==> src/rtl/sensor_packet_assembler.sv <==
// sensor_packet_assembler
// Keeps the latest quaternion/gyro samples from two BNO085 decoders. On snap_req
// it freezes them into a 32-byte packet and streams it out with ready/valid,
// finishing with an XOR checksum byte.
module sensor_packet_assembler #(
    parameter logic [7:0] HEADER = 8'hAA,
    parameter int         SEQ_W  = 4
) (
    input  logic        clk,
    input  logic        rst,
    input  logic        s1_quat_valid,
    input  logic [63:0] s1_quat,
    input  logic        s1_gyro_valid,
    input  logic [47:0] s1_gyro,
    input  logic        s2_quat_valid,
    input  logic [63:0] s2_quat,
    input  logic        s2_gyro_valid,
    input  logic [47:0] s2_gyro,
    input  logic        snap_req,
    output logic [7:0]  tx_data,
    output logic        tx_valid,
    input  logic        tx_ready,
    output logic        busy,
    output logic        pkt_done
);

    typedef enum logic {IDLE, SEND} state_t;

    state_t             r_state;
    state_t             w_state_nxt;

    logic [63:0]        r_s1_quat, r_s2_quat, r_snap_s1_quat, r_snap_s2_quat;
    logic [47:0]        r_s1_gyro, r_s2_gyro, r_snap_s1_gyro, r_snap_s2_gyro;
    // fresh bit order: {s2 gyro, s2 quat, s1 gyro, s1 quat}
    logic [3:0]         r_fresh, r_snap_fresh;
    logic [3:0]         w_valids;
    logic [4:0]         r_idx;
    logic [7:0]         r_chk;
    logic [SEQ_W-1:0]   r_seq;
    logic               r_pkt_done;

    logic               w_snap, w_accept, w_last;
    logic [255:0]       w_pkt;
    logic [7:0]         w_bytes [32];

    // Flag byte: seq in the upper nibble, fresh bits in [1:0].
    function automatic logic [7:0] flag_byte(input logic [SEQ_W-1:0] seq,
                                             input logic gyro_fresh,
                                             input logic quat_fresh);
        logic [7:0] s;
        s = 8'(seq);
        return {s[3:0], 2'b00, gyro_fresh, quat_fresh};
    endfunction

    assign w_valids = {s2_gyro_valid, s2_quat_valid, s1_gyro_valid, s1_quat_valid};
    assign pkt_done = r_pkt_done;

    // Packet image from the snapshot; the last byte is the running checksum,
    // which holds the XOR of bytes 0..30 by the time byte 31 is presented.
    always_comb begin
        w_pkt = {HEADER,
                 r_snap_s1_quat, r_snap_s1_gyro,
                 flag_byte(r_seq, r_snap_fresh[1], r_snap_fresh[0]),
                 r_snap_s2_quat, r_snap_s2_gyro,
                 flag_byte(r_seq, r_snap_fresh[3], r_snap_fresh[2]),
                 r_chk};
        for (int i = 0; i < 32; i++) begin
            w_bytes[i] = w_pkt[8*(31-i) +: 8];
        end
    end

    // State register.
    always_ff @(posedge clk) begin
        if (rst) begin
            r_state <= IDLE;
        end else begin
            r_state <= w_state_nxt;
        end
    end

    // Next-state and output decode; snap_req is only honoured in IDLE.
    always_comb begin
        w_state_nxt = r_state;
        tx_valid    = 1'b0;
        tx_data     = 8'h00;
        busy        = 1'b0;
        w_snap      = 1'b0;
        w_accept    = 1'b0;
        w_last      = 1'b0;
        case (r_state)
            IDLE: begin
                if (snap_req) begin
                    w_snap      = 1'b1;
                    w_state_nxt = SEND;
                end
            end
            SEND: begin
                tx_valid = 1'b1;
                busy     = 1'b1;
                tx_data  = w_bytes[r_idx];
                w_accept = tx_ready;
                w_last   = tx_ready && (r_idx == 5'd31);
                if (w_last) begin
                    w_state_nxt = IDLE;
                end
            end
            default: w_state_nxt = IDLE;
        endcase
    end

    // Live samples, snapshot, byte index, checksum and sequence counter.
    always_ff @(posedge clk) begin
        if (rst) begin
            r_s1_quat      <= '0;
            r_s1_gyro      <= '0;
            r_s2_quat      <= '0;
            r_s2_gyro      <= '0;
            r_snap_s1_quat <= '0;
            r_snap_s1_gyro <= '0;
            r_snap_s2_quat <= '0;
            r_snap_s2_gyro <= '0;
            r_fresh        <= '0;
            r_snap_fresh   <= '0;
            r_idx          <= '0;
            r_chk          <= '0;
            r_seq          <= '0;
            r_pkt_done     <= 1'b0;
        end else begin
            if (s1_quat_valid) r_s1_quat <= s1_quat;
            if (s1_gyro_valid) r_s1_gyro <= s1_gyro;
            if (s2_quat_valid) r_s2_quat <= s2_quat;
            if (s2_gyro_valid) r_s2_gyro <= s2_gyro;

            // A strobe coinciding with a snapshot leaves its fresh bit set.
            if (w_snap) begin
                r_snap_s1_quat <= r_s1_quat;
                r_snap_s1_gyro <= r_s1_gyro;
                r_snap_s2_quat <= r_s2_quat;
                r_snap_s2_gyro <= r_s2_gyro;
                r_snap_fresh   <= r_fresh;
                r_fresh        <= w_valids;
                r_idx          <= '0;
                r_chk          <= '0;
            end else begin
                r_fresh <= r_fresh | w_valids;
            end

            if (w_accept) begin
                r_chk <= r_chk ^ tx_data;
                r_idx <= r_idx + 5'd1;
            end

            if (w_last) begin
                r_seq <= r_seq + {{(SEQ_W-1){1'b0}}, 1'b1};
            end

            r_pkt_done <= w_last;
        end
    end

endmodule
==> config.mk <==
export PLATFORM = sky130hd
export DESIGN_NAME = sensor_packet_assembler
export DESIGN_NICKNAME = d
export VERILOG_FILES = /design/src/rtl/sensor_packet_assembler.sv
export SDC_FILE = /design/constraint.sdc
export NUM_CORES = 1
export LEC_CHECK = 0
export ABC_AREA = 1
export CAP_MARGIN = 15
export CORE_MARGIN = 10
export CORE_UTILIZATION = 52
export CTS_BUF_LIST = sky130_fd_sc_hd__clkbuf_8
export DETAILED_ROUTE_END_ITERATION = 10
export GPL_ROUTABILITY_DRIVEN = 0
export PLACE_DENSITY = 0.79
export SLEW_MARGIN = 40
export SYNTH_ARGS = -nofsm -noshare
export SYNTH_HDL_FRONTEND = slang
export SYNTH_SLANG_ARGS = --single-unit
export TNS_END_PERCENT = 5
==> constraint.sdc <==
create_clock -name clk -period 1.7 [get_ports clk]
set_input_delay 0.425 -clock clk [delete_from_list [all_inputs] [get_ports clk]]
set_output_delay 0.425 -clock clk [all_outputs]
set_load 0.03 [all_outputs]
==> results of run 1 <==
## layout by cell type, fill, tap and decap left out, types with 3 or more instances in the layout
cell type and instances:
buf_12 38, o21ai_0 458, nand3_1 133, nand4_1 11, clkinv_2 7, clkdlybuf4s50_1 229
o211ai_1 10, clkbuf_8 99, nand2_2 11, nor2_1 746, a21oi_1 125, inv_2 11
inv_1 153, buf_6 4, nand2_1 368, buf_4 83, nand3_2 31, inv_6 3
nand3b_1 3, inv_8 3, dfxtp_1 472
## layout make-up
type | instances | share of cell area
multi-input cells | 1910 | 0.3450
clock inverters | 30 | 0.006887
diodes | 1 | 0.0001020
flip-flops and latches | 475 | 0.3881
clock buffers | 99 | 0.05556
repair buffers | 361 | 0.1561
inverters | 152 | 0.02444
well taps | 468 | 0.02388
## through the flow
stage	worst slack (ns)	hold WS [ns]	total power, mW	cells
global route	-1.099	0.2943	26.50	3495
floorplan	-0.01097	0.4245	14.25	2744
global placement	-0.3941	0.4389	15.63	3364
detailed placement	-0.4351	0.4456	15.72	3364
finish	-1.046	0.2855	25.43	3496
CTS	-0.9937	0.2776	25.49	3497
## tightest hold or removal path: stages
cell     delay (ns)
buf_2          0.19
o21ai_0        0.18
nor2_1         0.04
## power breakdown
part,internal [mW],switching [mW]
combinational,1.44,1.86
sequential,11.9,0.410
clock,5.36,4.42
## worst max path at each step
stage / start / cells past startpoint / slack, ns / endpoint
global route: r_idx[0] / 11 / -1.10 / tx_data[5]
detailed placement: r_idx[1] / 9 / -0.44 / tx_data[3]
floorplan: r_idx[0] / 10 / -0.01 / tx_data[7]
finish: r_idx[0] / 10 / -1.05 / tx_data[3]
CTS: r_idx[0] / 11 / -0.99 / tx_data[2]
global placement: r_idx[0] / 10 / -0.39 / tx_data[7]
## what timing repair did
item,in CTS,in global routing
gates resized for setup,43,18
gates cloned,2,0
endpoints found under the hold margin,0,0
endpoints found under the setup margin,25,25
buffers inserted,2,0
pin swaps,9,4
## layer usage
layer | GRT usage | part of all wire
met1 | 0.3079 | 0.42
met2 | 0.4258 | 0.48
met3 | 0.05802 | 0.078
met4 | 0.08567 | 0.028
met5 | 0 | 0
## sequential cells by signal (all words and copies together) (netlist names)
register / flops
r_chk: 8
r_snap_s2_quat: 64
r_snap_fresh: 4
r_seq: 4
r_snap_s1_gyro: 48
r_idx: 5
r_s2_quat: 64
r_snap_s2_gyro: 48
r_fresh: 4
r_s1_gyro: 48
pkt_done: 1
r_state: 1
r_s1_quat: 64
r_s2_gyro: 48
r_snap_s1_quat: 64
## cell families (layout without fill, tap and decap cells)
family / count (synthesis) / count (layout) / synth area share
and+or+nand+nor: 1306 / 1306 / 0.2675
AOI/OAI and AO/OA: 600 / 600 / 0.1575
DFF: 475 / 475 / 0.4933
buffers and inverters: 359 / 642 / 0.07931
adders and majority gates: 3 / 3 / 0.001947
xor gates and xnor gates: 1 / 1 / 0.0004544
other: 0 / 1 / 0
==> run summary, run 1 <==
Max VDD drop -> 0.0005951 V
Crit-path cells -> inv_8 > buf_12 > nand2_1 > nand3_1 > nand3_1 > nand3_2 > nand3_1 > nand3_2 > inv_2 > buf_12
Asr flop ratio synth -> 0
#FFs+latches synth -> 475
Distinct cell type count after synthesis -> 27
Internal reg-to-reg setup slack -> -0.29 ns
Hold_buf cts -> 0
Worst Setup Start Kind -> flip-flop
Synth Flop Type -> dfxtp_1
CTS tree -> done
Core ar. -> 36610 sq um
Max Slew Vio Count -> 0
Crit path max-delay cell type -> dfxtp_4
IO Pins -> 243
FF+latch area -> 9518 sq um
Yosys warnings -> 0
Layout cells sized above 1 -> 0.1027
Detailed Route Iter0 Violations -> 1636
CTS max path bufs -> 3
Slew @ Worst Pin -> 0.5108 ns
Initial antenna violation count -> 1
Nets -> 3210
Setup TNS -> -9.282 ns
RSZ-0062 raised after global routing -> yes
Pre-Repair DR Iteration Count -> 7
Dpl hpwl -> 40.25 mm
Row cnt -> 70
Failing checks -> setup timing
Worst R2R End -> r_seq[3]
Kind of cell adding the most delay to the critical path -> simple AND/OR/NAND/NOR gates
Synth top area share -> 0.4933
Most frequent cell after synthesis -> nor2_1
Number of buffers added on ports -> 242
Slew margin rel. -> 0.6595
Critical path class -> reg -> out
Reg-to-reg critical path startpoint -> r_idx[0]
Final worst slack -> -1.046 ns
Crit-path max FO -> 24
Final Critical Period -> 2.746 ns
Syn nets -> 2979
Maxcap violations -> 0
Wire length per cell -> 16.54 um
CTS sink count -> 475
Reg clk slew, reported paths -> 0.06 ns
EDFF count, synth -> 0
Post-layout util -> 0.6699
Critical path arrival -> 2.32 ns
Buf/Inv on CP -> 4
Fin crit share -> 1.615
WL final -> 57.83 mm
Lkg Pwr -> 10.67 nW
Layout Skew -> 0.02038 ns
Final instance area -> 24520 sq um
Largest stage delay, worst path -> 0.48 ns
CP Capture Type -> output pin
Final setup viols -> 22
WP data required -> 1.27 ns
F_max -> 364.1 MHz
Worst-skew pair later-pin latency -> 0.61 ns
First-pass GRT wire length -> 93.74 mm
Seq/Total Area, Yosys -> 0.4933
Worst Hold Depth -> 3
Total GRT Usage -> 0.2515
Cells after Synth -> 2744
# H-tree levels -> 3
Via count -> 18850
Area of the multi-input gates -> 8461 sq um
Root buf cell -> clkbuf_8
CTS Buf Count -> 75
Hold Path End -> r_s2_quat[17]
Final hold vios -> 0
Die width -> 212.5 um
Syn Area/Cell -> 7.026 sq um
Post-route DRC -> 0
Worst Hold Class -> in -> reg
P&R area growth vs syn -> 27.21%
Reg2reg path depth -> 11
Via/cell ratio -> 5.393
Post-synth top area cell -> dfxtp_1
Die Area -> 45180 sq um
Worst hold start -> s2_quat_valid
Most common library cells after synthesis -> 747 x nor2_1, 475 x dfxtp_1, 461 x o21ai_0, 378 x nand2_1, 164 x nand3_1
Maximum number of pins on one net before global-route repair -> 70
Most used cell along the critical path -> nand3_1
DRT antenna net count -> 0
Cell Area, Synth -> 19280 sq um
Vias in the first global route -> 18790
Fill cell count -> 3042
Cell Area, Placed -> 22730 sq um
Synth top area cells -> dfxtp_1 49%, nor2_1 15%, o21ai_0 12%, nand2_1 7.4%, nand3_1 4.3%
PwrDens -> 1037 nW/um^2
Initial Util -> 0.5266
Status -> finished, violations left
Grt ovf -> 0
DIE HEIGHT -> 212.5 um
Power figures use the tool's default switching activity.
==> run 2, diff against run 1 <==
==> constraint.sdc (replaced) <==
create_clock -name clk -period 2.4 [get_ports clk]
set_input_delay 0.6 -clock clk [delete_from_list [all_inputs] [get_ports clk]]
set_output_delay 0.6 -clock clk [all_outputs]
set_load 0.03 [all_outputs]
==> run 2 against run 1 <==
  * The run still ends with setup timing left
  * Setup slack improved by 0.49 ns
  * Global-route usage fell by 0.15 points
  * Utilization fell by 1.0 points
  * Combinational power fell by 30%
  * Non-clock buffer count fell by 52
  * Total power fell by 29%
  * Routed wire length rose by 2.4%
==> run summary, run 2 (synthesis gave the netlist of run 1 again) <==
CTS sink count -> 475 (unchanged)
Critical path class -> reg -> out (unchanged)
Max Slew Vio Count -> 0 (unchanged)
Area of the multi-input gates -> 8424 sq um (was 8461 sq um)
Crit-path cells -> clkinv_8 > buf_16 > nand2_1 > nand3_2 > nand3_1 > nand3_1 > nand2_1 > nand2_2 > a21oi_2 > buf_6 > buf_12 (was inv_8 > buf_12 > nand2_1 > nand3_1 > nand3_1 > nand3_2 > nand3_1 > nand3_2 > inv_2 > buf_12)
Largest stage delay, worst path -> 0.48 ns (about the same)
F_max -> 337.7 MHz
Worst-skew pair later-pin latency -> 0.62 ns (was 0.61 ns)
Most common cell after layout, fill and taps aside -> nor2_1 (unchanged)
Reg clk slew, reported paths -> 0.06 ns (about the same)
Lkg Pwr -> 10.50 nW (was 10.67 nW)
Worst Hold Class -> in -> reg (unchanged)
CTS Buf Count -> 78 (was 75)
RSZ-0062 raised after global routing -> yes (unchanged)
IO Pins -> 243 (unchanged)
Failing checks -> setup timing (unchanged)
WL final -> 59.19 mm (was 57.83 mm)
Fin crit share -> 1.234
Nets -> 3161 (was 3210)
Vias in the first global route -> 18400 (was 18790)
Hold_ws -> 0.3175 ns (was 0.2855 ns)
PwrDens -> 747.9 nW/um^2 (was 1037 nW/um^2)
Post-layout util -> 0.6597 (was 0.6699)
First-pass GRT wire length -> 93.03 mm (was 93.74 mm)
Crit path max-delay cell type -> dfxtp_4 (unchanged)
Via/cell ratio -> 5.466 (was 5.393)
Grt ovf -> 0 (unchanged)
Cell Area, Placed -> 22080 sq um (was 22730 sq um)
Number of buffers added on ports -> 242 (unchanged)
Crit-path max FO -> 17 (was 24)
Layout Skew -> 0.02383 ns (was 0.02038 ns)
DIE HEIGHT -> 212.5 um (unchanged)
Maximum number of pins on one net before global-route repair -> 121 (was 70)
Die Area -> 45180 sq um (unchanged)
Initial Util -> 0.5266 (unchanged)
Layout cells sized above 1 -> 0.08308 (was 0.1027)
Final Critical Period -> 2.961 ns
Core ar. -> 36610 sq um (unchanged)
Die width -> 212.5 um (unchanged)
Worst Setup Start Kind -> flip-flop (unchanged)
Kind of cell adding the most delay to the critical path -> buffers and inverters (was simple AND/OR/NAND/NOR gates)
Fill cell count -> 3079 (was 3042)
Most frequent cells in the layout -> 746 x nor2_1, 472 x dfxtp_1, 459 x o21ai_0 (was 746 x nor2_1, 472 x dfxtp_1, 458 x o21ai_0)
Wire length per cell -> 17.14 um (was 16.54 um)
Hold_buf cts -> 0 (unchanged)
Status -> finished, violations left (unchanged)
P&R area growth vs syn -> 25.28% (was 27.21%)
Dpl hpwl -> 39.28 mm (was 40.25 mm)
Detailed Route Iter0 Violations -> 2041 (was 1636)
Critical path arrival -> 2.36 ns (was 2.32 ns)
Final hold vios -> 0 (unchanged)
Maxcap violations -> 0 (unchanged)
# H-tree levels -> 3 (unchanged)
Final worst slack -> -0.5610 ns (was -1.046 ns)
Initial antenna violation count -> 2 (was 1)
Slew margin rel. -> 0.5510 (was 0.6595)
Post-route DRC -> 0 (unchanged)
Buf/Inv on CP -> 4 (unchanged)
FF+latch area -> 9515 sq um (was 9518 sq um)
CTS tree -> done (unchanged)
Final instance area -> 24150 sq um (was 24520 sq um)
Total GRT Usage -> 0.2501 (was 0.2515)
WP data required -> 1.80 ns (was 1.27 ns)
Max VDD drop -> 0.0005368 V (was 0.0005951 V)
Pre-Repair DR Iteration Count -> 6 (was 7)
Row cnt -> 70 (unchanged)
Via count -> 18880 (was 18850)
CTS max path bufs -> 3 (unchanged)
DRT antenna net count -> 0 (unchanged)
Final setup viols -> 8 (was 22)
Root buf cell -> clkbuf_8 (unchanged)
CP Capture Type -> output pin (unchanged)
Slew @ Worst Pin -> 0.6727 ns (was 0.5108 ns)
==> run 2: changes by cell type in the layout (fill, tap and decap cells not counted), moves of 4 or more <==
cell / before / now
buf_4: 83 / 31
inv_1: 153 / 163
buf_12: 38 / 29
clkbuf_16: 0 / 4
nand2_2: 11 / 7
==> run 2: worst reg2reg max path: cells and delay by family (launching register included) <==
family | cells | cell delay, ns
xor+xnor | 1 | 0.14
simple gates | 6 | 0.64
buf+inv | 2 | 0.34
fa+ha+maj | 2 | 0.42
flops | 1 | 0.44
==> run 2: power by group <==
part	switching [mW]	internal [mW]	leakage (nW)
clock	3.16	3.84	0.915
sequential	0.294	8.45	3.94
combinational	1.32	0.984	5.65
total	4.78	13.3	10.5
==> run 2: routing by layer <==
layer / GRT usage / routed length (um)
met5: 0 / 13
met1: 0.3081 / 23910
met4: 0.1076 / 2229
met3: 0.05257 / 4772
met2: 0.4147 / 28270
==> run 2: timing repair <==
action                                  in CTS  in global routing
endpoints found under the setup margin       8                  8
pin swaps                                    4                  1
cloned                                       3                  4
gates resized for setup                     35                 31
setup buffers                                2                  4
==> run 2: worst paths after layout <==
| check | end | depth (start not counted) | slack (ns) | from |
|---|---|---|---|---|
| hold reg to reg | r_snap_s2_gyro[32] | 2 | 0.46 | r_snap_s2_gyro[32] |
| setup reg to reg | r_seq[3] | 11 | 0.32 | r_idx[1] |
| hold / removal | r_fresh[2] | 3 | 0.32 | s2_quat_valid |
| setup / recovery | tx_data[2] | 11 | -0.56 | r_idx[0] |
==> run 2: cell type report <==
cell class                      instances  share of cell area
Antenna cell                            1           0.0001036
Multi-Input combinational cell       1910              0.3488
Timing Repair Buffer                  309              0.1429
Clock inverter                         39            0.008185
Clock buffer                          100             0.05699
Tap cell                              468             0.02424
Inverter                              152             0.02481
Sequential cell                       475              0.3940
==> run 2: per-stage QoR <==
| stage | setup WS [ns] | power, mW | instances | TNS [ns] |
|---|---|---|---|---|
| floorplan | 0.2211 | 10.08 | 2744 | 0 |
| global placement | 0.1250 | 10.98 | 3302 | 0 |
| detailed placement | 0.1043 | 11.04 | 3302 | 0 |
| CTS | -0.4884 | 18.03 | 3446 | -3.746 |
| global route | -0.6537 | 18.79 | 3453 | -4.797 |
| finish | -0.5610 | 18.06 | 3454 | -4.333 |
